## src/rtl/clk_tick_pkg.sv

```systemverilog
`default_nettype none
// ============================================================================
// Module   : clk_tick_pkg
// Brief    : Shared types and constants for the clock-enable tick scheduler.
// Revision : 1.0 - initial release
// ============================================================================
package clk_tick_pkg;

    typedef enum logic [1:0] {
        IDLE  = 2'd0,
        ALIGN = 2'd1,
        RUN   = 2'd2
    } state_t;

    // Divide ratio loaded into every channel at reset (tick = CLK/2).
    localparam int DIV_RESET = 1;

endpackage
`default_nettype wire

```

## src/rtl/tick_channel.sv

```systemverilog
`default_nettype none
// ============================================================================
// Module   : tick_channel
// Brief    : One tick channel: wrap counter, active/shadow divide ratio and a
//            registered one-cycle strobe. Pending port exists only when
//            TICK_OVERRUN_EN is defined.
// Revision : 1.0 - initial release
// ============================================================================
module tick_channel
    import clk_tick_pkg::*;
#(
    parameter int DIV_W = 8
) (
    input  logic             clk,
    input  logic             rst,
    input  logic             run_en,
    input  logic             we,
    input  logic [DIV_W-1:0] wdata,
    output logic             tick
`ifdef TICK_OVERRUN_EN
    ,
    output logic             pending
`endif
);

    logic [DIV_W-1:0] r_cnt;
    logic [DIV_W-1:0] r_div;
    logic [DIV_W-1:0] r_shadow;
    logic             r_pending;
    logic             r_tick;
    logic             w_wrap;

    assign w_wrap = (r_cnt == r_div);

    always_ff @(posedge clk) begin
        if (rst) begin
            r_cnt     <= '0;
            r_div     <= DIV_W'(DIV_RESET);
            r_shadow  <= '0;
            r_pending <= 1'b0;
            r_tick    <= 1'b0;
        end else begin
            r_tick <= run_en && w_wrap;
            if (run_en) begin
                if (w_wrap) begin
                    // The strobe at this wrap used the old ratio; swap now.
                    r_cnt     <= '0;
                    if (r_pending) begin
                        r_div <= r_shadow;
                    end
                    r_pending <= we;
                end else begin
                    r_cnt <= r_cnt + DIV_W'(1);
                    if (we) begin
                        r_pending <= 1'b1;
                    end
                end
                if (we) begin
                    r_shadow <= wdata;
                end
            end else begin
                // Stopped or aligning: counter held at phase 0, ratios land directly.
                r_cnt     <= '0;
                r_pending <= 1'b0;
                if (we) begin
                    r_div <= wdata;
                end else if (r_pending) begin
                    r_div <= r_shadow;
                end
            end
        end
    end

    assign tick = r_tick;

`ifdef TICK_OVERRUN_EN
    assign pending = r_pending;
`endif

endmodule
`default_nettype wire

```

## src/rtl/clk_tick_scheduler.sv

```systemverilog
`default_nettype none
// ============================================================================
// Module   : clk_tick_scheduler
// Brief    : N_CH programmable clock-enable strobes with run/align/stop FSM.
//            Optional cfg_overrun output when TICK_OVERRUN_EN is defined.
// Revision : 1.0 - initial release
// ============================================================================
module clk_tick_scheduler
    import clk_tick_pkg::*;
#(
    parameter  int N_CH  = 4,
    parameter  int DIV_W = 8,
    localparam int CH_W  = (N_CH > 1) ? $clog2(N_CH) : 1
) (
    input  logic             CLK,
    input  logic             RST,
    input  logic             run,
    input  logic             cfg_we,
    input  logic [CH_W-1:0]  cfg_ch,
    input  logic [DIV_W-1:0] cfg_div,
    output logic [N_CH-1:0]  tick,
    output logic             busy
`ifdef TICK_OVERRUN_EN
    ,
    output logic             cfg_overrun
`endif
);

    state_t          r_state;
    state_t          w_state_next;
    logic            w_run_en;
    logic [N_CH-1:0] w_we;

    always_ff @(posedge CLK) begin
        if (RST) begin
            r_state <= IDLE;
        end else begin
            r_state <= w_state_next;
        end
    end

    always_comb begin
        w_state_next = r_state;
        case (r_state)
            IDLE:    if (run) w_state_next = ALIGN;
            ALIGN:   w_state_next = run ? RUN : IDLE;
            RUN:     if (!run) w_state_next = IDLE;
            default: w_state_next = IDLE;
        endcase
    end

    assign busy = (r_state != IDLE);

    // Counting only while RUN is held; a sampled run=0 suppresses the strobe at once.
    assign w_run_en = (r_state == RUN) && run;

`ifdef TICK_OVERRUN_EN
    logic [N_CH-1:0] w_pending;
`endif

    for (genvar i = 0; i < N_CH; i++) begin : g_ch
        assign w_we[i] = cfg_we && (int'(cfg_ch) == i);

        tick_channel #(
            .DIV_W (DIV_W)
        ) u_channel (
            .clk     (CLK),
            .rst     (RST),
            .run_en  (w_run_en),
            .we      (w_we[i]),
            .wdata   (cfg_div),
            .tick    (tick[i])
`ifdef TICK_OVERRUN_EN
            ,
            .pending (w_pending[i])
`endif
        );
    end

`ifdef TICK_OVERRUN_EN
    logic r_overrun;
    logic w_idle_entry;

    assign w_idle_entry = (r_state != IDLE) && (w_state_next == IDLE);

    always_ff @(posedge CLK) begin
        if (RST) begin
            r_overrun <= 1'b0;
        end else if (w_idle_entry) begin
            r_overrun <= 1'b0;
        end else if (|(w_we & w_pending)) begin
            r_overrun <= 1'b1;
        end
    end

    assign cfg_overrun = r_overrun;
`endif

endmodule
`default_nettype wire

```

## config.mk

```make
export PLATFORM = sky130hd
export DESIGN_NAME = clk_tick_scheduler
export DESIGN_NICKNAME = d
export VERILOG_FILES = /design/src/rtl/clk_tick_pkg.sv /design/src/rtl/tick_channel.sv /design/src/rtl/clk_tick_scheduler.sv
export SDC_FILE = /design/constraint.sdc
export NUM_CORES = 1
export LEC_CHECK = 0
export BUFFER_PORTS_ARGS = -buffer_cell sky130_fd_sc_hd__clkbuf_2
export CORE_MARGIN = 2
export CORE_UTILIZATION = 40
export DETAILED_ROUTE_END_ITERATION = 7
export GPL_TIMING_DRIVEN = 1
export PLACE_DENSITY = 0.58
export SLEW_MARGIN = 20
export SYNTH_ARGS = -nofsm -noshare
export SYNTH_HDL_FRONTEND = slang
export SYNTH_HIERARCHICAL = 1
export SYNTH_SLANG_ARGS = --single-unit
```

## constraint.sdc

```tcl
create_clock -name CLK -period 1.54 [get_ports CLK]
set_input_delay 0.231 -clock CLK [delete_from_list [all_inputs] [get_ports CLK]]
set_output_delay 0.231 -clock CLK [all_outputs]
set_load 0.02 [all_outputs]
```

---- After elaboration in Yosys (flattened, before gate mapping) ----
Index checks and enable logic that the tools add are counted.
operators by class
  $mul .................................... 0
  div/mod/pow operators ................... 0
  $add $sub $neg .......................... 4
  equal/unequal tests ..................... 15
  shift operators ......................... 0
  muxes and demuxes ....................... 28
  bitwise logic cells ..................... 1
  order comparisons ....................... 0
  reductions and logical operators ........ 26
operator list
  operator               number
  $mux W8                16
  $add A8 B1 Y8 const B  4
  $eq A8 B8 Y1           4
  $reduce_or A3 Y1       4
  $reduce_and A2 Y1      5
  $reduce_bool A2 Y1     5
  $logic_and A1 B1 Y1    9
  $mux W1                8
  $eq A2 B2 Y1 const B   3
  $mux W2                3
  $ne A2 B1 Y1 const B   3
  $ne A2 B2 Y1 const B   3
  $pmux W2 S3            1
  $eq A2 B1 Y1 const B   2
  $logic_not A2 Y1       2
  $reduce_or A2 Y1       1
  $not A1 Y1             1
word-level totals
  memory bits (read-only) ................. 0
  memory bits (writable) .................. 0
  latch bits .............................. 0
  word-level logic and storage cells ...... 95
  input bits .............................. 14
  memories ................................ 0
  register bits ........................... 106
  output and inout port bits .............. 5

---- Longest topological paths before layout ----
  depth after elaboration ................. 4
  gate-level depth with buffers ........... 8
  gate-level depth less buffers ........... 6

---- Modules after synthesis ----
Netlist, hierarchy kept.
by module, submodules not included
  module              area an instance (sq um)  instances  sequential area each (sq um)  cells an instance
  tick_channel        1,415.1                   4          520.5                         160
  clk_tick_scheduler  111.4                     1          40.0                          14

---- Least setup slack after synthesis ----
No wires, ideal clock.
  path type ............................... register to register
  start ................................... register r_state[1]
  end ..................................... register g_ch[0].u_channel.r_div[6]
  setup time .............................. 0.131 ns
  arrival time ............................ 1.561 ns
  stages on the path, launching flop included .. 8
  data required time ...................... 1.409 ns
  buffers on the path ..................... 1
  clock period less this slack ............ 1.692 ns
  path slack .............................. -0.152 ns
  cell sequence ........................... dfxtp_1 nand2_1 nor2_1 nand2b_2 buf_6 mux2_2 nand4_1 o311ai_1
between the ends
  longest elaborated chain between the ends .. 3
  elaborated cells on any way between the ends .. 4
  classes of those cells .................. eq/ne (2); mux (1); reduce/logical (1)
RTL lines
  item                                               RTL line                  source
  start, declared                                    clk_tick_scheduler.sv:29  state_t r_state;
  start signal, assigned                             clk_tick_scheduler.sv:38  r_state <= w_state_next;
  $eq A2 B2 Y1 (*)                                   clk_tick_scheduler.sv:55  assign w_run_en = (r_state == RUN) && run;
  $logic_and A1 B1 Y1 (*)                            clk_tick_scheduler.sv:55
  net w_run_en                                       clk_tick_scheduler.sv:31  logic w_run_en;
  $ne A2 B2 Y1 (no line) or $mux W8 (tied branches)  --
  end signal, assigned                               tick_channel.sv:49        r_div <= r_shadow;
  end signal, assigned                               tick_channel.sv:66        r_div <= wdata;
  end signal, assigned                               tick_channel.sv:68        r_div <= r_shadow;
  end, declared                                      tick_channel.sv:27        logic [DIV_W-1:0] r_div;
Mark *: on every way through the listed nets, which the timed path passes. The rest lies on a longest branch.
A chain may end at the register's enable or synchronous reset.

---- Worst setup path after layout ----
  start ................................... register r_state[1]
  end ..................................... register g_ch[1].u_channel.r_div[3]
between the ends
  longest elaborated chain between the ends .. 3
  elaborated cells on any way between the ends .. 4
  classes of those cells .................. eq/ne (2); mux (1); reduce/logical (1)
RTL lines
  item                                               RTL line
  $eq A2 B2 Y1 (*)                                   clk_tick_scheduler.sv:55
  $logic_and A1 B1 Y1 (*)                            clk_tick_scheduler.sv:55
  net w_run_en                                       clk_tick_scheduler.sv:31
  $ne A2 B1 Y1 (no line) or $mux W8 (tied branches)  --
  end signal, assigned                               tick_channel.sv:49
  end signal, assigned                               tick_channel.sv:66
  end signal, assigned                               tick_channel.sv:68
  end, declared                                      tick_channel.sv:27
Marked as above.

==> flow_metrics.tcl <==
set metrics [dict create \
    status "completed" \
    drcViolationCount 0 \
    drt_iter0_markers 371 \
    synthCells 654 \
    fin_util 0.494 \
    cts_inserted_buffers 9 \
    mostFrequentLayoutCell "dfxtp_1" \
    final_cell_mix "dfxtp_1, nand2_1, nand3_1" \
    cts.clk_slew.worst_paths_ns 0.07 \
    antenna_found_initial 0 \
    syn2layout_area_growth_pct 19.7 \
    final_nets 720 \
    endpoint_kind "flop" \
    wl_met3_um 557 \
    report.final.setup_viol 0 \
    grt_usage 0.187 \
    num_vias 4906 \
    start_util 0.413 \
    grt_pass1_vias 4621 \
    grt-ovfl-total 0 \
    io_buffers 18 \
    synth.area.top_cells "dfxtp_1, xnor2_1, mux2_2, nand2_1, nand3_1" \
    cts_num_sinks 106 \
    vias_per_cell 5.53 \
    slew_headroom 0.679 \
    core_area_um2 14000 \
    ys_ff_latch 106 \
    drt-total-wl_um 14200 \
    htree_levels 3 \
    die_w_um 124 \
    cts_tree "done" \
    ant_nets 0 \
    drv_cap 0 \
    fin_crit_ns 1.53 \
    max_freq_ghz 0.654 \
    grt_setup_unrepaired "yes" \
    powerDensity_nw_per_um2 901 \
    drive_gt1_frac 0.252 \
    seq_area_frac_synth 0.368 \
    startpoint_type "flop" \
    synth.avg_cell_area_um2 8.83 \
    io_pins 19 \
    die_y_um 124 \
    finalCritPeriodShare 0.992 \
    synth_fp_nets 672 \
    yosys.cell_types.count 38 \
    routedWlPerCell_um 16.0 \
    cp.arrival_ns 1.75 \
    fin_skew_ns 0.00570 \
    top_layer_used "met4" \
    holdCritPathClass "in2reg" \
    hold_buffers 0 \
    path_class "reg2reg" \
    die_area_um2 15400 \
    worstPathMaxFanout 8 \
    wl_met1_um 6670 \
    finalMaxSlewViolations 0 \
    hold_violations 0 \
    rows 43 \
    syn_area_um2 5770 \
    synth_top_cell_area_share 0.368 \
    total_power_uw 6220 \
    cp.required_ns 1.76 \
    nFillCells 1317 \
    ir_worst_vdd_mv 0.571 \
    synth_top_area_cell "dfxtp_1" \
    ys_async_sr_fraction 0 \
    synth_edf_count 0 \
    n_antenna_cell 0 \
    grt_max_degree 31 \
    firstDrtPassIters 7 \
    grt_first_pass_wirelength_um 22900 \
    p_leak_uw 0.00233 \
    place_congestion 0.805 \
    hpwlAfterDp_um 9410 \
    wl_met2_um 6720 \
    worst_pin_slew_ns 0.479 \
    synth_flop_cell "dfxtp_1" \
    clockBufferDepth 2 \
    yosysWarningCount 6 \
    clock_latency_ns 0.36 \
    root_buffer "clkbuf_16" \
]
-- metrics by stage --
step	hold slack (ns)	worst slack [ns]	TNS [ns]	cells	cell area, um^2
floorplan	0.378	0.0274	0	654	5780
global placement	0.439	-0.111	-3.63	856	6170
detailed placement	0.444	-0.142	-4.26	856	6170
CTS	0.138	-0.0609	-0.761	877	6610
global route	0.141	-0.0635	-0.866	887	6910
finish	0.140	0.0120	0	887	6910
-- where the power goes --
group	switching [uW]	leakage (uW)	internal, uW
Combinational	386	0.00131	266
Sequential	54.8	0.000859	2800
Clock	1080	0.000165	1640
-- routing by layer --
layer,vias up,track usage
met4,0,0.0534
met5,-,0
met2,80,0.304
li1,2441,-
met1,2365,0.243
met3,20,0.0531
-- worst max-delay path: stages, from the launching register on --
cell and delay, ns:
dfxtp_2 0.33, nand2_2 0.06, nor2_4 0.10, buf_6 0.16
nand2b_4 0.21, mux2_4 0.33, nand4_1 0.10, o311ai_1 0.10
-- path summary, 6_finish.rpt --
path | slack (ns) | from | to | depth (start not counted)
setup / recovery | 0.01 | r_state[1] | g_ch[1].u_channel/r_div[3] | 7
hold / removal | 0.14 | run | r_state[0] | 3
setup reg to reg | 0.01 | r_state[1] | g_ch[1].u_channel/r_div[3] | 7
hold reg to reg | 0.46 | g_ch[2].u_channel/r_shadow[4] | g_ch[2].u_channel/r_shadow[4] | 2
-- cells by family after synthesis --
group | after synthesis | synth area share
AOI/OAI and AO/OA | 108 | 0.128
xor gates and xnor gates | 57 | 0.0865
adders and majority gates | 4 | 0.00867
buffers and inverters | 48 | 0.0564
DFF | 106 | 0.368
muxes | 36 | 0.0685
and+or+nand+nor | 295 | 0.284
-- state kept, by name (all words and copies together), names as in the netlist --
name                      count
g_ch.u_channel/r_cnt         32
g_ch.u_channel/r_div         32
g_ch.u_channel/r_shadow      32
g_ch.u_channel/r_pending      4
g_ch.u_channel/tick           4
r_state                       2
-- cell usage after synthesis (all sizes together) (5+ instances only) --
| library cell | instances |
|---|---|
| dfxtp | 106 |
| and3 | 9 |
| nand4 | 36 |
| a21oi | 40 |
| and4 | 8 |
| clkbuf | 20 |
| nor3 | 28 |
| nand3 | 52 |
| nor2 | 12 |
| xnor2 | 37 |
| o311ai | 28 |
| xor2 | 20 |
| nand2 | 70 |
| buf | 24 |
| nor3b | 5 |
| or2 | 5 |
| mux2i | 8 |
| o21ai | 32 |
| mux2 | 28 |
| nand2b | 37 |
| nor2b | 28 |
-- timing repair --
| action | in CTS | in global routing |
|---|---|---|
| pin swaps | 1 | 16 |
| gates cloned | 2 | 2 |
| endpoints found under the setup margin | 46 | 78 |
| resized for setup | 11 | 73 |
| buffers inserted | 3 | 10 |
-- layout make-up --
class / count / area (um^2) / area share
multi-input combinational: 504 / 3560 / 0.515
clock inverter: 6 / 114 / 0.0165
clock buffer: 10 / 239 / 0.0346
sequential: 106 / 2120 / 0.308
tap: 180 / 225 / 0.0326
timing repair buffer: 77 / 629 / 0.0911
inverter: 4 / 15.0 / 0.00217
Note: power is estimated with default switching activity, not from simulation.
